File: src/rtl/alu_op_pkg.sv
// Shared definitions for the ALU op sequencer: instruction field positions,
// select-code constants and the sequencer state encoding.
package alu_op_pkg;

  localparam int INS_W   = 16;
  localparam int LDI_BIT = 15;
  localparam int DST_BIT = 14;
  localparam int OPC_MSB = 14;
  localparam int OPC_LSB = 12;
  localparam int IMM_MSB = 13;
  localparam int IMM_LSB = 0;
  localparam int IMM_W   = IMM_MSB - IMM_LSB + 1;
  localparam int SEL_W   = OPC_MSB - OPC_LSB + 1;
  localparam int CNT_W   = 16;

  localparam logic [SEL_W-1:0] OP_ADD  = 3'b000;
  localparam logic [SEL_W-1:0] OP_SUB  = 3'b001;
  localparam logic [SEL_W-1:0] OP_OR   = 3'b010;
  localparam logic [SEL_W-1:0] OP_AND  = 3'b011;
  localparam logic [SEL_W-1:0] OP_XOR  = 3'b100;
  localparam logic [SEL_W-1:0] OP_SHR  = 3'b101;
  localparam logic [SEL_W-1:0] OP_MOV  = 3'b110;
  localparam logic [SEL_W-1:0] OP_EXCH = 3'b111;

  typedef enum logic [1:0] {
    ST_IDLE  = 2'd0,
    ST_ISSUE = 2'd1,
    ST_CAPT  = 2'd2
  } state_e;

endpackage

File: src/rtl/alu_op_regfile.sv
// Architectural RA/RB pair with independent write enables so a single edge
// can update one register or swap both.
module alu_op_regfile #(
  parameter int W = 16
) (
  input  logic         clk,
  input  logic         rst_n,
  input  logic         we_a,
  input  logic         we_b,
  input  logic [W-1:0] wd_a,
  input  logic [W-1:0] wd_b,
  output logic [W-1:0] ra,
  output logic [W-1:0] rb
);

  logic [W-1:0] ra_q, ra_d;
  logic [W-1:0] rb_q, rb_d;

  always_comb begin
    ra_d = ra_q;
    rb_d = rb_q;
    if (we_a) ra_d = wd_a;
    if (we_b) rb_d = wd_b;
  end

  always_ff @(posedge clk or negedge rst_n) begin
    if (!rst_n) begin
      ra_q <= '0;
      rb_q <= '0;
    end else begin
      ra_q <= ra_d;
      rb_q <= rb_d;
    end
  end

  assign ra = ra_q;
  assign rb = rb_q;

endmodule

File: src/rtl/alu_op_sequencer.sv
// Issue side of the result-select interface: accepts LDI/ALU instruction words,
// drives RA/RB and a registered select code, and captures the selector results.
// Optional retirement counter is built when ALU_OP_SEQUENCER_CNT_EN is defined.
module alu_op_sequencer
  import alu_op_pkg::*;
#(
  parameter int W = 16
) (
  input  logic             clk,
  input  logic             rst_n,
  input  logic             ins_valid,
  input  logic [INS_W-1:0] ins,
  output logic             ins_ready,
  output logic [W-1:0]     ra_o,
  output logic [W-1:0]     rb_o,
  output logic [SEL_W-1:0] sel_o,
  input  logic [W-1:0]     outA_i,
  input  logic [W-1:0]     outB_i,
  output logic             done,
`ifdef ALU_OP_SEQUENCER_CNT_EN
  output logic [CNT_W-1:0] retired_cnt,
`endif
  output logic             busy
);

  state_e           state_q, state_d;
  logic [SEL_W-1:0] sel_q, sel_d;
  logic             done_q, done_d;
  logic             we_a, we_b;
  logic [W-1:0]     wd_a, wd_b;
  logic [W-1:0]     imm;

  assign imm = {{(W-IMM_W){1'b0}}, ins[IMM_MSB:IMM_LSB]};

  always_comb begin
    state_d = state_q;
    sel_d   = sel_q;
    done_d  = 1'b0;
    we_a    = 1'b0;
    we_b    = 1'b0;
    wd_a    = outA_i;
    wd_b    = outB_i;
    unique case (state_q)
      ST_IDLE: begin
        if (ins_valid) begin
          if (ins[LDI_BIT]) begin
            // LDI retires on the accept edge; the FSM never leaves IDLE.
            done_d = 1'b1;
            if (ins[DST_BIT]) begin
              we_b = 1'b1;
              wd_b = imm;
            end else begin
              we_a = 1'b1;
              wd_a = imm;
            end
          end else begin
            sel_d   = ins[OPC_MSB:OPC_LSB];
            state_d = ST_ISSUE;
          end
        end
      end
      ST_ISSUE: state_d = ST_CAPT;
      ST_CAPT: begin
        we_a    = 1'b1;
        we_b    = (sel_q == OP_EXCH);
        done_d  = 1'b1;
        state_d = ST_IDLE;
      end
      default: state_d = ST_IDLE;
    endcase
  end

  always_ff @(posedge clk or negedge rst_n) begin
    if (!rst_n) begin
      state_q <= ST_IDLE;
      sel_q   <= '0;
      done_q  <= 1'b0;
    end else begin
      state_q <= state_d;
      sel_q   <= sel_d;
      done_q  <= done_d;
    end
  end

  alu_op_regfile #(.W(W)) u_regfile (
    .clk   (clk),
    .rst_n (rst_n),
    .we_a  (we_a),
    .we_b  (we_b),
    .wd_a  (wd_a),
    .wd_b  (wd_b),
    .ra    (ra_o),
    .rb    (rb_o)
  );

`ifdef ALU_OP_SEQUENCER_CNT_EN
  logic [CNT_W-1:0] cnt_q, cnt_d;

  // Counts alongside done so the count and the pulse become visible together.
  always_comb begin
    cnt_d = cnt_q;
    if (done_d) cnt_d = cnt_q + 1'b1;
  end

  always_ff @(posedge clk or negedge rst_n) begin
    if (!rst_n) cnt_q <= '0;
    else        cnt_q <= cnt_d;
  end

  assign retired_cnt = cnt_q;
`endif

  assign ins_ready = (state_q == ST_IDLE);
  assign busy      = ~ins_ready;
  assign sel_o     = sel_q;
  assign done      = done_q;

endmodule

File: config.mk
export PLATFORM = sky130hd
export DESIGN_NAME = alu_op_sequencer
export DESIGN_NICKNAME = d
export VERILOG_FILES = /design/src/rtl/alu_op_pkg.sv /design/src/rtl/alu_op_regfile.sv /design/src/rtl/alu_op_sequencer.sv
export SDC_FILE = /design/constraint.sdc
export NUM_CORES = 1
export LEC_CHECK = 0
export ABC_AREA = 1
export BUFFER_PORTS_ARGS = -buffer_cell sky130_fd_sc_hd__buf_2
export CELL_PAD_IN_SITES_DETAIL_PLACEMENT = 0
export CELL_PAD_IN_SITES_GLOBAL_PLACEMENT = 1
export CORE_MARGIN = 2
export CORE_UTILIZATION = 35
export DETAILED_ROUTE_END_ITERATION = 7
export PLACE_DENSITY_LB_ADDON = 0.05
export REMOVE_ABC_BUFFERS = 1
export SLEW_MARGIN = 10
export SYNTH_ARGS = -nofsm -noshare
export SYNTH_HDL_FRONTEND = slang
export SYNTH_SLANG_ARGS = --single-unit
File: constraint.sdc
create_clock -name clk -period 2.6 [get_ports clk]
set_clock_uncertainty 0.15 [all_clocks]
set_input_delay 0.26 -clock clk [delete_from_list [all_inputs] [get_ports clk]]
set_output_delay 0.26 -clock clk [all_outputs]
set_load 0.02 [all_outputs]
==> flow_summary.toml, run 1 <==
[cts]
cts_htree_levels = 2
cts.sink_count = 38
number_of_clock_buffers_inserted_by_tritoncts = 5
post_cts_resized = 0
clockBufferDepth = 2
tritoncts = "yes"
clock_tree.root_cell = "sky130_fd_sc_hd__clkbuf_8"
cts.reportedPaths.clkPinSlew_ns = 0.07
worstSkewPairLatency_ns = 0.29

[global_route]
grtUsageTotal_pct = 17.1
grt_start_max_net_pins = 39
antenna_found_initial = 0
global_route.overflow_total = 0
number_of_global_route_vias_before_repair = 1728
grt_first_pass_wirelength_um = 8310

[layout]
finish.net_count = 413
layout-area-overhead-vs-synth_pct = 27.4
fillerInstances = 632
stdcell_area_um2 = 2560
layout-drive-gt1-share_pct = 28.7
antennaDiodeCount = 0

[power]
powerDensity_nw_per_um2 = 689
comb_power_share_pct = 33.3
static-leakage-power_nw = 1.58
switching_power_total_uw = 647
irDropWorstVdd_mv = 0.257
clockPowerShare_pct = 21.6
sw_frac_of_total_pct = 36.6
internal-power_mw = 1.12
power.sequential.fraction_pct = 45.2

[outcome]
outcome = "complete, no violations"

[route]
vias_after_detailed_routing = 1929
detail-route-antenna-nets = 0
firstDrtPassIters = 4
drc_errors = 0
via_per_inst = 4.44
dr.first_iter.drc_count = 75
finalWirelength_um = 5240
wl_per_cell_um = 12.1

[min_path]
hold_path.class = "in2reg"

[critical_path]
timing.critical_path.required_ns = 2.63
critical_path.endpoint_type = "flop"
timing.critical_path.cells = "nor2_2, nand3_1, inv_1, nand2_1, nand2_1, nand2_1"
timing.critical_path.fanout_max = 14
worst-endpoint-arrival_ns = 1.93
startpoint_type = "flop"
worst_path_largest_cell_delay_ns = 0.51
critPathMostFrequentCell = "sky130_fd_sc_hd__nand2_1"
critical_path_s_slowest_cell = "sky130_fd_sc_hd__inv_1"
timing.setup.critical_path_class = "reg2reg"

[job]
max_cap_violations = 0

[yosys]
syn_inst = 278
yosys_register_bits = 38
synthesis.area_um2 = 2010
syn_avg_cell_area_um2 = 7.24
ys_types = 17
synth.yosys.seq_area_share_pct = 47.2
synth.yosys.warnings = 0

[floorplan]
die_width_um = 79.8
die_area_um2 = 6370
initial_core_util_pct = 36.3
fp-row-count = 27
ioPinCount = 89
core_box_area_um2 = 5540
die_height_um = 79.8

[placed_design]
i_o_buffers = 88
gp_congestion = 0.786
place_area_um2 = 2480
post-dp-hpwl_um = 3800

[sta]
setup_repair_after_global_routing_missed_its_margin = "false"
max_slew_violation_count = 0
finalWorstPathRequiredPeriod_ns = 1.90
timing.final.crit_share_pct = 73.2
fmax_mhz = 525
hold_violations = 0
setup_violations = 0
worst_pin_slew_ns = 0.883
max-slew-margin-rel_pct = 41.1
setup-tns-final_ns = 0
cell usage in the layout, fill, tap and decap left out, drive strengths merged:
master and instances:
nor2 5, nand2 89, a21boi 1, dlygate4sd3 1
nand3 62, buf 91, o21ai 17, inv 51
clkbuf 7, dfrtp 38
sequential cells by signal, summed over array words and instances (netlist names):
signal        flops
sel_o             3
state_q           2
u_regfile.rb     16
u_regfile.ra     16
done              1
what timing repair did:
action	CTS	global route
setup endpoints to repair	0	0
setup buffers	0	0
hold buffers	1	0
endpoints found under the hold margin	38	0
metrics by stage:
stage,hold WS [ns],setup WS (ns),utilization (%),power (mW),instances
2_1_floorplan,-0.186,0.0360,-,1.16,263
3_3_place_gp,0.285,0.663,44.7,1.40,426
3_5_place_dp,0.282,0.677,44.7,1.40,426
4_1_cts,0.0104,0.675,46.3,1.79,434
5_1_grt,0.0125,0.439,46.3,1.89,434
6_report,0.0183,0.696,46.3,1.77,434
synthesized netlist by cell type, drive strengths merged:
cell,count,area [um^2]
a21boi,1,7.51
buf,12,76.3
clkbuf,3,11.3
dfrtp,38,951
inv,51,191
nand2,89,349
nand3,62,310
nor2,5,31.3
o21ai,17,85.1
worst max-delay path, delay by kind of cell, from the launching register on:
| family | cells | cell delay [ns] |
|---|---|---|
| AND/OR/NAND/NOR | 5 | 0.73 |
| flip-flops | 1 | 0.41 |
| buffers and inverters | 1 | 0.51 |
layout make-up:
cell class / count / area [um^2] / area share [%]
Timing Repair Buffer: 92 / 473 / 18.4
Tap cell: 72 / 90.1 / 3.51
Inverter: 51 / 191 / 7.46
Multi-Input combinational cell: 174 / 783 / 30.5
Clock buffer: 7 / 76.3 / 2.98
Sequential cell: 38 / 951 / 37.1
power by group through the flow:
stage / clock network [mW] / registers, mW / logic [mW]
after floorplan: 0 / 0.968 / 0.192
after global placement: 0 / 0.810 / 0.588
after detailed placement: 0 / 0.808 / 0.596
after CTS: 0.396 / 0.800 / 0.597
after global routing: 0.425 / 0.813 / 0.653
final: 0.381 / 0.798 / 0.588
layer usage:
| metal | global-route usage [%] | routed length, um | part of all wire (%) |
|---|---|---|---|
| met5 | 0 | 0 | 0 |
| met4 | 7.12 | 56 | 1.1 |
| met3 | 3.39 | 277 | 5.3 |
| met2 | 25.0 | 2270 | 43 |
| met1 | 24.5 | 2630 | 50 |
path summary, 6_finish.rpt:
kind / startpoint / to / slack, ns / cells after the start
max: state_q[1] / u_regfile.ra[12] / 0.70 / 6
min: outA_i[14] / u_regfile.ra[14] / 0.02 / 3
max reg2reg: state_q[1] / u_regfile.ra[12] / 0.70 / 6
min reg2reg: state_q[1] / state_q[1] / 0.34 / 1
max in group asynchronous: rst_n / u_regfile.ra[13] / 1.27 / 2
min in group asynchronous: rst_n / u_regfile.rb[14] / 0.47 / 2
cell families after synthesis:
family          after synthesis  synth area share (%)
compound gates               18                  4.60
buf+inv                      66                  13.9
simple gates                156                  34.3
flops                        38                  47.2
No activity file was read; power rests on OpenSTA's default activity.
==> run 2, diff against run 1 <==
--- a/config.mk
+++ b/config.mk
@@ -5,7 +5,7 @@
 export SDC_FILE = /design/constraint.sdc
 export NUM_CORES = 1
 export LEC_CHECK = 0
-export ABC_AREA = 1
+export ABC_AREA = 0
 export BUFFER_PORTS_ARGS = -buffer_cell sky130_fd_sc_hd__buf_2
 export CELL_PAD_IN_SITES_DETAIL_PLACEMENT = 0
 export CELL_PAD_IN_SITES_GLOBAL_PLACEMENT = 1
==> constraint.sdc (replaced) <==
create_clock -name clk -period 1.9 [get_ports clk]
set_clock_uncertainty 0.15 [all_clocks]
set_input_delay 0.19 -clock clk [delete_from_list [all_inputs] [get_ports clk]]
set_output_delay 0.19 -clock clk [all_outputs]
set_load 0.02 [all_outputs]
==> run 2 against run 1 <==
  * Routed wire length increased by 12%
  * Via count decreased by 0.93%
  * First-iteration DRC count decreased by 53%
  * Sequential share of layout area decreased by 2.6 points
  * Non-clock buffer count increased by 17
  * Global-route usage increased by 2.0 points
  * Setup slack got worse by 0.47 ns
  * Die area increased by 1.8%
  * Critical path depth decreased by 2
  * Register-to-register slack got worse by 0.44 ns
  * Critical path type is now reg2out
  * Largest power group unchanged
==> flow_summary.toml, run 2 <==
[global_route]
antenna_found_initial = 0
grtUsageTotal_pct = 19.1
global_route.overflow_total = 0
grt_start_max_net_pins = 39
number_of_global_route_vias_before_repair = 1842
grt_first_pass_wirelength_um = 9410

[critical_path]
timing.critical_path.fanout_max = 9
timing.rr.end = "u_regfile.ra[7]"
crit_family = "flip-flops"
reg2reg_depth = 4
worst_path_largest_cell_delay_ns = 0.38
critical_path_s_slowest_cell = "sky130_fd_sc_hd__dfrtp_1"
critical_path.endpoint_type = "primary output"
regToRegStartpoint = "state_q[0]"
timing.critical_path.cells = "buf_4, or2_2, inv_1, buf_2"
timing.setup.critical_path_class = "reg2out"
timing.critical_path.required_ns = 1.56
worst-endpoint-arrival_ns = 1.34
startpoint_type = "flop"
path_buf_inv = 3
ff2ff_setup_slack_ns = 0.26

[layout]
finish.net_count = 348
layout-drive-gt1-share_pct = 45.3
final_cell_mix = "sky130_fd_sc_hd__buf_2 (88), sky130_fd_sc_hd__dfrtp_1 (38), sky130_fd_sc_hd__o21ai_0 (27)"
antennaDiodeCount = 0
stdcell_count = 370
layout_commonest_cell = "sky130_fd_sc_hd__buf_2"
layout-area-overhead-vs-synth_pct = 34.4

[yosys]
syn_avg_cell_area_um2 = 10.1
syn_inst = 204
synth_xor_xnor_area_share_pct = 0
synth-main-ff-cell = "sky130_fd_sc_hd__dfrtp_1"
synth_compound_area_share_pct = 20.7
synth_top_area_cell = "sky130_fd_sc_hd__dfrtp_1"
post_synth_fa_ha_maj_area_fraction_pct = 0
synthesis.area_um2 = 2050
dominant_combinational_cell_family_by_area_after_synthesis = "simple AND/OR/NAND/NOR gates"
ys_types = 30
synth.yosys.warnings = 0
synth_commonest_cells = "sky130_fd_sc_hd__dfrtp_1 (38), sky130_fd_sc_hd__o21ai_0 (27), sky130_fd_sc_hd__nor3_1 (19)"
yosys_register_bits = 38
synth_most_common_cell = "sky130_fd_sc_hd__dfrtp_1"
yosys.area_share.simple_pct = 25.3
synth_mux_area_share_pct = 1.10
fraction_of_synthesis_flops_using_an_asynchronous_set_or_reset_pin_pct = 100
synth.yosys.seq_area_share_pct = 46.4
number_of_flops_mapped_to_enable_cells_by_yosys = 0
synth.top_cell.area_share_pct = 46.4
synth.top_cells.by_area = "sky130_fd_sc_hd__dfrtp_1 (46%), sky130_fd_sc_hd__o21ai_0 (6.6%), sky130_fd_sc_hd__nand4b_1 (6.4%)"

[route]
firstDrtPassIters = 4
via_per_inst = 5.16
dr.first_iter.drc_count = 35
detail-route-antenna-nets = 0
wl_met3_um = 418
met2_wirelength_um = 2650
top_layer = "met4"
met1Wirelength_um = 2720
drc_errors = 0
wl_per_cell_um = 15.8
vias_after_detailed_routing = 1911
finalWirelength_um = 5860

[sta]
hold_violations = 0
setup-tns-final_ns = 0
worst_pin_slew_ns = 0.493
whs_ns = 0.00950
setup_repair_after_global_routing_missed_its_margin = "false"
setup_violations = 0
finalWorstPathRequiredPeriod_ns = 1.68
max_slew_violation_count = 0
max-slew-margin-rel_pct = 67.1
timing.final.crit_share_pct = 88.2
fmax_mhz = 597

[cts]
worstSkewPairLatency_ns = 0.29
cts_htree_levels = 2
clock_tree.root_cell = "sky130_fd_sc_hd__clkbuf_8"
number_of_clock_buffers_inserted_by_tritoncts = 5
cts.reportedPaths.clkPinSlew_ns = 0.08
buffers_inserted_by_post_cts_timing_repair = 0
post_cts_resized = 0
clockBufferDepth = 2
cts.sink_count = 38
tritoncts = "yes"
quantity_of_hold_fixing_buffers_added_after_cts = 6

[min_path]
worstHoldPathCells = 3
hold_path_startpoint = "outB_i[12]"
hold_path.class = "in2reg"
whs_endpoint = "u_regfile.rb[12]"

[job]
max_cap_violations = 0

[floorplan]
die_width_um = 80.5
die_area_um2 = 6490
die_height_um = 80.5
initial_core_util_pct = 36.8
fp-row-count = 27
core_box_area_um2 = 5570
ioPinCount = 89

[power]
powerDensity_nw_per_um2 = 996
static-leakage-power_nw = 1.15
irDropWorstVdd_mv = 0.418
post-layout-total-power_mw = 2.74

[placed_design]
gp_congestion = 0.725
post-dp-hpwl_um = 4110
placed_cells = 356
i_o_buffers = 88

[outcome]
outcome = "complete, no violations"
## run 2: changes by cell type in the layout (fill, tap and decap cells not counted), moves of 9 or more
cell and delta:
sky130_fd_sc_hd__inv_1 -48, sky130_fd_sc_hd__nand2_1 -83, sky130_fd_sc_hd__nand4b_1 +15, sky130_fd_sc_hd__nor3_1 +19, sky130_fd_sc_hd__nand3_1 -45, sky130_fd_sc_hd__a31oi_1 +18
sky130_fd_sc_hd__buf_4 +11, sky130_fd_sc_hd__a31oi_2 +10, sky130_fd_sc_hd__nor3_2 +9, sky130_fd_sc_hd__o21ai_0 +13
## run 2: cells by family (layout without fill, tap and decap cells)
kind of cell,count (synthesis),after routing
AND/OR/NAND/NOR,75,75
AO/OA/AOI/OAI,64,64
flip-flops,38,38
buffers and inverters,25,119
multiplexers,2,2
## run 2: worst max-delay path by stage
stage	startpoint	cells past startpoint	slack, ns	endpoint
finish	state_q[0]	4	0.22	ins_ready
global route	state_q[0]	5	0.14	u_regfile.ra[15]
CTS	state_q[0]	4	0.21	ins_ready
detailed placement	state_q[0]	4	0.28	u_regfile.ra[7]
global placement	state_q[0]	4	0.31	u_regfile.ra[4]
floorplan	state_q[0]	3	-0.81	u_regfile.ra[10]
## run 2: final cells by class
type	count	area, um^2
inverter	2	7.51
tap	72	90.1
clock buffer	5	68.8
clock inverter	3	40.0
timing repair buffer	109	626
multi-input combinational	141	973
fill	558	2820
sequential	38	951
## run 2: worst min-delay path: stages
cell	delay (ns)
sky130_fd_sc_hd__buf_2	0.10
sky130_fd_sc_hd__nand3_1	0.05
sky130_fd_sc_hd__a31oi_1	0.07
## run 2: stage by stage
step	util [%]	area [um^2]	worst slack (ns)
floorplan	-	1930	-0.811
global placement	46.4	2590	0.313
global route	49.5	2760	0.141
finish	49.5	2760	0.224
CTS	49.5	2760	0.210
detailed placement	46.4	2590	0.275
## run 2: per-layer routing
layer | vias up | GRT usage [%]
met4 | 0 | 5.08
li1 | 962 | -
met1 | 876 | 26.9
met3 | 7 | 5.51
met2 | 66 | 28.5
met5 | - | 0
## run 2: power breakdown
group / internal (mW) / switching [mW] / leakage (nW)
Sequential: 0.999 / 0.100 / 0.436
Combinational: 0.368 / 0.599 / 0.657
Clock: 0.387 / 0.291 / 0.0579
Total: 1.75 / 0.991 / 1.15
